File: src/rtl/vending_controller_if.sv
// vending_controller_if
// Groups the host-side signals of the vending controller.
//   master : panel/host side - drives sel, coin, cancel, price write port, chgAck;
//            observes credit, LEDs, dispense, coinReject, change handshake, busy.
//   slave  : controller side - the mirror image of master.
// Signals:
//   sel[NUM_SLOTS]       one-hot product request pulse
//   coin[6]              coin pulses: nickel, dime, quarter, fifty, dollar, five
//   cancel               refund request
//   priceWe/Addr/Data    price write port
//   credit[CREDIT_W]     current credit (5-cent units)
//   okLed, soldLed       per-slot affordable-and-stocked / empty indicators
//   dispense             one-cycle vend pulse per slot
//   coinReject           one-cycle pulse for a refused coin
//   chgValid/chgCoin/chgAck  change-return handshake (chgCoin = coin bit index)
//   busy                 controller not idle
interface vending_controller_if #(
    parameter int NUM_SLOTS = 9,
    parameter int CREDIT_W  = 10,
    parameter int PRICE_W   = 8
);
    localparam int ADDR_W = (NUM_SLOTS > 1) ? $clog2(NUM_SLOTS) : 1;

    logic [NUM_SLOTS-1:0] sel;
    logic [5:0]           coin;
    logic                 cancel;
    logic                 priceWe;
    logic [ADDR_W-1:0]    priceAddr;
    logic [PRICE_W-1:0]   priceData;
    logic [CREDIT_W-1:0]  credit;
    logic [NUM_SLOTS-1:0] okLed;
    logic [NUM_SLOTS-1:0] soldLed;
    logic [NUM_SLOTS-1:0] dispense;
    logic                 coinReject;
    logic                 chgValid;
    logic [2:0]           chgCoin;
    logic                 chgAck;
    logic                 busy;

    modport master (
        output sel, coin, cancel, priceWe, priceAddr, priceData, chgAck,
        input  credit, okLed, soldLed, dispense, coinReject, chgValid, chgCoin, busy
    );

    modport slave (
        input  sel, coin, cancel, priceWe, priceAddr, priceData, chgAck,
        output credit, okLed, soldLed, dispense, coinReject, chgValid, chgCoin, busy
    );
endinterface

File: src/rtl/vending_controller.sv
// vending_controller
// Coin-operated vending controller: accumulates credit from coin pulses,
// vends a selected slot when credit and stock allow, and returns change one
// coin at a time (largest denomination first) over a valid/ack handshake.
// Ports:
//   clk   - single clock, rising edge
//   rstN  - asynchronous active-low reset
//   bus   - vending_controller_if.slave (see interface file for signal list)
// Build option:
//   VEND_STOCK_EN - when defined, per-slot stock counters (loaded with
//                   INIT_STOCK at reset) limit vending; when undefined every
//                   slot is permanently stocked and soldLed is 0.
//
// state  | meaning
// -------+-----------------------------------------------------------
// IDLE   | accepting coins, selections and cancel
// VEND   | one cycle: pulse dispense, deduct price, consume stock
// CHANGE | returning credit coin by coin via chgValid/chgAck
module vending_controller #(
    parameter int NUM_SLOTS  = 9,
    parameter int CREDIT_W   = 10,
    parameter int PRICE_W    = 8,
    parameter int STOCK_W    = 4,
    parameter int INIT_STOCK = 5
) (
    input  logic                 clk,
    input  logic                 rstN,
    vending_controller_if.slave  bus
);
    localparam int ADDR_W = (NUM_SLOTS > 1) ? $clog2(NUM_SLOTS) : 1;
    localparam int SUM_W  = CREDIT_W + 1;
    localparam int CMP_W  = (CREDIT_W > PRICE_W) ? CREDIT_W : PRICE_W;

    if (STOCK_W < 1 || INIT_STOCK < 0 || INIT_STOCK >= (2 ** STOCK_W)) begin : gBadStockCfg
        $error("INIT_STOCK does not fit in STOCK_W bits");
    end

    typedef enum logic [1:0] {
        IDLE   = 2'd0,
        VEND   = 2'd1,
        CHANGE = 2'd2
    } stateT;

    function automatic logic [6:0] coinValue(input logic [2:0] code);
        case (code)
            3'd0:    coinValue = 7'd1;
            3'd1:    coinValue = 7'd2;
            3'd2:    coinValue = 7'd5;
            3'd3:    coinValue = 7'd10;
            3'd4:    coinValue = 7'd20;
            3'd5:    coinValue = 7'd100;
            default: coinValue = 7'd0;
        endcase
    endfunction

    // Denominations ascend with code, so the last one that fits is the largest.
    function automatic logic [2:0] bestCoin(input logic [CREDIT_W-1:0] amount);
        bestCoin = 3'd0;
        for (int c = 0; c < 6; c++) begin
            if (CREDIT_W'(coinValue(3'(c))) <= amount) bestCoin = 3'(c);
        end
    endfunction

    stateT                state, stateNext;
    logic [CREDIT_W-1:0]  credit, creditNext;
    logic [PRICE_W-1:0]   price [NUM_SLOTS];
    logic [ADDR_W-1:0]    vendIdx, vendIdxNext;
    logic [PRICE_W-1:0]   vendCost, vendCostNext;
    logic                 coinReject, coinRejectNext;
    logic [NUM_SLOTS-1:0] stocked;
    logic [NUM_SLOTS-1:0] okLed;

    logic                 selOneHot, coinOneHot, coinFits, cancelGo, selGo;
    logic [ADDR_W-1:0]    selIdx;
    logic [PRICE_W-1:0]   selPrice;
    logic [2:0]           coinCode, chgCode;
    logic [SUM_W-1:0]     coinSum;

`ifdef VEND_STOCK_EN
    logic [STOCK_W-1:0]   stock [NUM_SLOTS];

    always_ff @(posedge clk or negedge rstN) begin
        if (!rstN) begin
            for (int i = 0; i < NUM_SLOTS; i++) stock[i] <= STOCK_W'(INIT_STOCK);
        end else if (state == VEND) begin
            for (int i = 0; i < NUM_SLOTS; i++) begin
                if (vendIdx == ADDR_W'(i) && stock[i] != '0) stock[i] <= stock[i] - STOCK_W'(1);
            end
        end
    end

    always_comb begin
        stocked = '0;
        for (int i = 0; i < NUM_SLOTS; i++) stocked[i] = (stock[i] != '0);
    end
`else
    assign stocked = '1;
`endif

    always_comb begin
        okLed = '0;
        for (int i = 0; i < NUM_SLOTS; i++) begin
            okLed[i] = (CMP_W'(credit) >= CMP_W'(price[i])) && stocked[i];
        end
    end

    always_comb begin
        selOneHot  = (bus.sel != '0) && ((bus.sel & (bus.sel - NUM_SLOTS'(1))) == '0);
        coinOneHot = (bus.coin != '0) && ((bus.coin & (bus.coin - 6'd1)) == '0);
        selIdx     = '0;
        selPrice   = '0;
        for (int i = 0; i < NUM_SLOTS; i++) begin
            if (bus.sel[i]) begin
                selIdx   = ADDR_W'(i);
                selPrice = price[i];
            end
        end
        coinCode = '0;
        for (int c = 0; c < 6; c++) begin
            if (bus.coin[c]) coinCode = 3'(c);
        end
        // Extra carry bit detects a coin that would overflow the credit register.
        coinSum  = {1'b0, credit} + SUM_W'(coinValue(coinCode));
        coinFits = ~coinSum[CREDIT_W];
        cancelGo = bus.cancel && (credit != '0);
        // okLed already folds in affordability and stock for each slot.
        selGo    = !cancelGo && selOneHot && ((bus.sel & okLed) != '0);
        chgCode  = bestCoin(credit);
    end

    always_comb begin
        stateNext      = state;
        creditNext     = credit;
        vendIdxNext    = vendIdx;
        vendCostNext   = vendCost;
        coinRejectNext = (bus.coin != '0);
        case (state)
            IDLE: begin
                if (cancelGo) begin
                    stateNext = CHANGE;
                end else if (selGo) begin
                    stateNext    = VEND;
                    vendIdxNext  = selIdx;
                    // Latch the price seen at selection so a same-cycle price
                    // write cannot change what this vend costs.
                    vendCostNext = selPrice;
                end else if (coinOneHot && coinFits) begin
                    creditNext     = coinSum[CREDIT_W-1:0];
                    coinRejectNext = 1'b0;
                end
            end
            VEND: begin
                creditNext = credit - CREDIT_W'(vendCost);
                stateNext  = (creditNext != '0) ? CHANGE : IDLE;
            end
            CHANGE: begin
                if (bus.chgAck) begin
                    creditNext = credit - CREDIT_W'(coinValue(chgCode));
                    if (creditNext == '0) stateNext = IDLE;
                end
            end
            default: begin
                stateNext = IDLE;
            end
        endcase
    end

    always_ff @(posedge clk or negedge rstN) begin
        if (!rstN) begin
            state      <= IDLE;
            credit     <= '0;
            vendIdx    <= '0;
            vendCost   <= '0;
            coinReject <= 1'b0;
        end else begin
            state      <= stateNext;
            credit     <= creditNext;
            vendIdx    <= vendIdxNext;
            vendCost   <= vendCostNext;
            coinReject <= coinRejectNext;
        end
    end

    // Out-of-range addresses match no slot and are dropped.
    always_ff @(posedge clk or negedge rstN) begin
        if (!rstN) begin
            for (int i = 0; i < NUM_SLOTS; i++) price[i] <= PRICE_W'(5 * (i + 1));
        end else if (bus.priceWe) begin
            for (int i = 0; i < NUM_SLOTS; i++) begin
                if (bus.priceAddr == ADDR_W'(i)) price[i] <= bus.priceData;
            end
        end
    end

    always_comb begin
        bus.dispense = '0;
        for (int i = 0; i < NUM_SLOTS; i++) begin
            if (state == VEND && vendIdx == ADDR_W'(i)) bus.dispense[i] = 1'b1;
        end
    end

    assign bus.credit     = credit;
    assign bus.okLed      = okLed;
    assign bus.soldLed    = ~stocked;
    assign bus.coinReject = coinReject;
    assign bus.chgValid   = (state == CHANGE);
    assign bus.chgCoin    = (state == CHANGE) ? chgCode : 3'd0;
    assign bus.busy       = (state != IDLE);
endmodule

File: src/flat_wrapper.sv
// flat-port wrapper written by rule: the top's interface ports become plain ports
module vending_controller_flat 
#(
    parameter int NUM_SLOTS  = 9,
    parameter int CREDIT_W   = 10,
    parameter int PRICE_W    = 8,
    parameter int STOCK_W    = 4,
    parameter int INIT_STOCK = 5
)
  (clk, rstN, bus_sel, bus_coin, bus_cancel, bus_priceWe, bus_priceAddr, bus_priceData, bus_chgAck, bus_credit, bus_okLed, bus_soldLed, bus_dispense, bus_coinReject, bus_chgValid, bus_chgCoin, bus_busy);
  vending_controller_if #(.NUM_SLOTS(NUM_SLOTS), .CREDIT_W(CREDIT_W), .PRICE_W(PRICE_W)) bus_i ();
  input  logic clk;
  input  logic rstN;
  input wire logic [$bits(bus_i.sel)-1:0] bus_sel;
  input wire logic [$bits(bus_i.coin)-1:0] bus_coin;
  input wire logic [$bits(bus_i.cancel)-1:0] bus_cancel;
  input wire logic [$bits(bus_i.priceWe)-1:0] bus_priceWe;
  input wire logic [$bits(bus_i.priceAddr)-1:0] bus_priceAddr;
  input wire logic [$bits(bus_i.priceData)-1:0] bus_priceData;
  input wire logic [$bits(bus_i.chgAck)-1:0] bus_chgAck;
  output wire logic [$bits(bus_i.credit)-1:0] bus_credit;
  output wire logic [$bits(bus_i.okLed)-1:0] bus_okLed;
  output wire logic [$bits(bus_i.soldLed)-1:0] bus_soldLed;
  output wire logic [$bits(bus_i.dispense)-1:0] bus_dispense;
  output wire logic [$bits(bus_i.coinReject)-1:0] bus_coinReject;
  output wire logic [$bits(bus_i.chgValid)-1:0] bus_chgValid;
  output wire logic [$bits(bus_i.chgCoin)-1:0] bus_chgCoin;
  output wire logic [$bits(bus_i.busy)-1:0] bus_busy;
  assign bus_i.sel = bus_sel;
  assign bus_i.coin = bus_coin;
  assign bus_i.cancel = bus_cancel;
  assign bus_i.priceWe = bus_priceWe;
  assign bus_i.priceAddr = bus_priceAddr;
  assign bus_i.priceData = bus_priceData;
  assign bus_i.chgAck = bus_chgAck;
  assign bus_credit = bus_i.credit;
  assign bus_okLed = bus_i.okLed;
  assign bus_soldLed = bus_i.soldLed;
  assign bus_dispense = bus_i.dispense;
  assign bus_coinReject = bus_i.coinReject;
  assign bus_chgValid = bus_i.chgValid;
  assign bus_chgCoin = bus_i.chgCoin;
  assign bus_busy = bus_i.busy;
  vending_controller #(.NUM_SLOTS(NUM_SLOTS), .CREDIT_W(CREDIT_W), .PRICE_W(PRICE_W), .STOCK_W(STOCK_W), .INIT_STOCK(INIT_STOCK)) u_core (.clk(clk), .rstN(rstN), .bus(bus_i));
endmodule
File: config.mk
export PLATFORM = sky130hd
export DESIGN_NAME = vending_controller_flat
export DESIGN_NICKNAME = d
export VERILOG_FILES = /design/src/rtl/vending_controller_if.sv /design/src/rtl/vending_controller.sv /design/src/flat_wrapper.sv
export SDC_FILE = /design/constraint.sdc
export NUM_CORES = 1
export LEC_CHECK = 0
export ABC_CLOCK_PERIOD_IN_PS = 8650
export CORE_MARGIN = 2
export CORE_UTILIZATION = 60
export DETAILED_ROUTE_END_ITERATION = 7
export PLACE_DENSITY = 0.79
export SKIP_CTS_REPAIR_TIMING = 1
export SLEW_MARGIN = 20
export SYNTH_ARGS = -nofsm -noshare
export SYNTH_HDL_FRONTEND = slang
export SYNTH_SLANG_ARGS = --single-unit
export TNS_END_PERCENT = 1
File: constraint.sdc
create_clock -name clk -period 8.65 [get_ports clk]
set_input_delay 1.73 -clock clk [delete_from_list [all_inputs] [get_ports clk]]
set_output_delay 1.73 -clock clk [all_outputs]
set_load 0.02 [all_outputs]
==> results.json <==
{
  "crit_path_max_fanout": 12,
  "syn_area_sq_um": 8150,
  "synthXorXnorAreaFrac_pct": 2.04,
  "ys_top_cells_by_count": "ha_1 (98), inv_1 (95), o21ai_0 (88)",
  "grt_use_met2_pct": 51.8,
  "yosysWarnings": 0,
  "syn_area_per_cell_sq_um": 8.80,
  "synth_most_common_cell": "ha_1",
  "leakage_uw": 0.00402,
  "coreArea_sq_um": 13200,
  "hold_viol": 0,
  "rsz0062_at_grt": "no",
  "grt_remaining_overflow": 0,
  "clk_path_buf_depth": 2,
  "drc": 0,
  "ys_seq_area_share_pct": 30.2,
  "placedInstanceArea_sq_um": 8920,
  "critPathSlowestCell": "a2111oi_0",
  "synth_seq_cells": 97,
  "syn-instance-count": 926,
  "crit_chain": "inv_1, ha_1, nor3b_1, o21bai_1, a2111oi_0, nor2_1, o21ai_0, nand2_1, clkdlybuf4s50_1",
  "fin_area_sq_um": 9230,
  "grt_max_degree": 70,
  "grt_pass1_vias": 7072,
  "ioPinCount": 75,
  "viasPerCell": 6.32,
  "track_usage_pct": 32.6,
  "maxCapViolations": 0,
  "routabilityCongestion": 0.949,
  "busiest_layer": "met2",
  "period_needed_ns": 5.17,
  "die_x_um": 121,
  "via_count": 7303,
  "setup-tns-final_ns": 0,
  "rows": 42,
  "grt_pass1_wl_mm": 36.8,
  "ir_worst_vdd_v": 0.000151,
  "die_h_um": 121,
  "synth_fa_ha_area_share_pct": 16.0,
  "period_share_pct": 59.8,
  "first_pass_iters": 5,
  "cts_tree": "done",
  "die-area_sq_um": 14500,
  "clock-sinks": 97,
  "yosys.area_share.simple_pct": 13.7,
  "p_per_area_nw_per_um2": 311,
  "yosysUniqueCellTypes": 72,
  "drv_slew": 0,
  "root_buffer": "clkbuf_16",
  "drt-initial-drc-count": 536,
  "synth_top_family_by_area": "compound AO/OA/AOI/OAI gates",
  "crit_arrival_ns": 3.44,
  "fin_skew_ns": 0.00676,
  "synth_top_cell_by_area": "dfrtp_1",
  "portBuffers": 65,
  "layout-drive-gt1-share_pct": 13.1,
  "use_met3_pct": 4.01,
  "ys.flop_type": "dfrtp_1",
  "insertion_delay_ns": 0.35,
  "synth_mux_area_share_pct": 8.91,
  "critPathKind": "flop to primary output",
  "grt_use_met1_pct": 44.4,
  "wire_per_inst_um": 19.9,
  "slowest_delay_ns": 0.64,
  "slew_headroom_pct": 32.9,
  "cts_buffers": 9,
  "clkTransAtPathRegs_ns": 0.07,
  "synth_compound_area_share_pct": 21.8,
  "synth_edf_count": 0,
  "setup.worst_path.start_class": "flop",
  "required_ns": 6.92,
  "layout.nets": 1108,
  "ys_async_sr_fraction_pct": 100,
  "yosysTopAreaCellShare_pct": 21.8,
  "ant_nets": 0,
  "start_util_pct": 61.5,
  "ys_top_cells_by_area": "dfrtp_1 (22%), ha_1 (15%), dfstp_2 (8.4%), mux2_2 (7.7%), o21ai_0 (5.4%)",
  "setup_viol": 0,
  "hpwl_mm": 16.8,
  "cts_max_level": 3,
  "tightest_slew_ns": 1.00,
  "fmax_ghz": 0.193,
  "endpoint_kind": "primary output",
  "antenna_found_initial": 0,
  "synthToLayoutAreaGrowth_pct": 13.2,
  "hp-class": "flop to flop",
  "outcome": "completed",
  "wirelength_mm": 23.0,
  "n_antenna_cell": 0
}
[where the power goes]
group | internal, uW | switching (uW)
Combinational | 735 | 1010
Sequential | 585 | 125
Clock | 227 | 190
Total | 1550 | 1320
[worst paths after layout]
| path | from | end | slack, ns | cells past startpoint |
|---|---|---|---|---|
| min in group asynchronous | rstN | u_core.vendCost[6]$_DFFE_PN0P_ | 1.29 | 1 |
| hold / removal | u_core.price[67]$_DFFE_PN0P_ | u_core.price[67]$_DFFE_PN0P_ | 0.51 | 1 |
| hold reg to reg | u_core.price[67]$_DFFE_PN0P_ | u_core.price[67]$_DFFE_PN0P_ | 0.51 | 1 |
| setup / recovery | u_core.bus.credit[0]$_DFFE_PN0P_ | bus_okLed[6] | 3.48 | 9 |
| setup reg to reg | u_core.bus.credit[8]$_DFFE_PN0P_ | u_core.state[1]$_DFFE_PN0P_ | 4.14 | 16 |
| max in group asynchronous | rstN | u_core.price[31]$_DFFE_PN0P_ | 6.12 | 2 |
[cells by family (layout without fill, tap and decap cells)]
group	after synthesis	after routing
XOR/XNOR	19	19
AND/OR/NAND/NOR	220	220
multiplexers	63	63
adder cells (fa/ha/maj)	103	103
buffers and inverters	145	191
AO/OA/AOI/OAI	278	278
flip-flops	97	97
other	1	9
[layout by cell type (no fill, tap or decap), types with 6 or more instances in the layout]
| master | Yosys | final |
|---|---|---|
| nor3_1 | 17 | 17 |
| a22oi_1 | 9 | 9 |
| nand3_1 | 10 | 10 |
| o31ai_1 | 12 | 12 |
| a221oi_1 | 11 | 11 |
| nor3b_1 | 8 | 8 |
| ha_1 | 98 | 98 |
| nor2b_1 | 8 | 8 |
| or4_1 | 7 | 7 |
| dfrtp_1 | 71 | 71 |
| xnor2_1 | 11 | 11 |
| mux2_2 | 56 | 56 |
| nand2b_1 | 14 | 14 |
| a21o_1 | 6 | 6 |
| nor4_1 | 9 | 9 |
| buf_4 | 9 | 15 |
| nor2_1 | 52 | 52 |
| a211o_1 | 16 | 16 |
| a211oi_1 | 12 | 12 |
| inv_1 | 95 | 95 |
| nand2_1 | 63 | 63 |
| clkdlybuf4s50_1 | 0 | 64 |
| o21ai_0 | 88 | 88 |
| and2_1 | 6 | 6 |
| a21oi_1 | 69 | 69 |
| dfstp_2 | 26 | 26 |
| o21a_1 | 10 | 10 |
| conb_1 | 1 | 9 |
| clkbuf_16 | 0 | 9 |
| xor2_1 | 8 | 8 |
[metrics by stage]
step | setup slack, ns | instances | utilization (%) | hold slack, ns | power [uW]
final | 3.48 | 1156 | 69.7 | 0.509 | 2870
after global routing | 3.29 | 1156 | 69.7 | 0.522 | 3080
after CTS | 3.53 | 1156 | 69.7 | 0.509 | 2840
after detailed placement | 3.79 | 1140 | 67.4 | 0.493 | 2410
after global placement | 3.85 | 1140 | 67.4 | 0.487 | 2360
after floorplan | 4.55 | 934 | - | 0.479 | 1860
[per-layer routing]
layer	share of wire, %	wire length, um	vias up
met5	0	0	-
met3	7.1	1630	72
li1	-	-	3431
met2	46	10600	319
met4	4.0	927	0
met1	43	9820	3481
[flip-flops by register name, summed over array words and instances (netlist names)]
signal / flops
u_core.vendCost: 8
u_core.vendIdx: 4
u_core.bus.coinReject: 1
u_core.state: 2
u_core.price: 72
u_core.bus.credit: 10
[worst max-delay path, delay by kind of cell (launching register included)]
kind	cells	cell delay, ns
buffers and inverters	2	1.01
and+or+nand+nor	3	0.37
AOI/OAI and AO/OA	3	0.95
DFF	1	0.44
adders and majority gates	1	0.33
[layout make-up]
type | count | area (sq um)
tap | 176 | 220
multi-input combinational | 692 | 5130
timing repair buffer | 79 | 753
sequential | 97 | 2460
clock inverter | 7 | 80.1
clock buffer | 9 | 225
inverter | 96 | 360
fill | 1082 | 4020
Note: power is estimated with default switching activity, not from simulation.
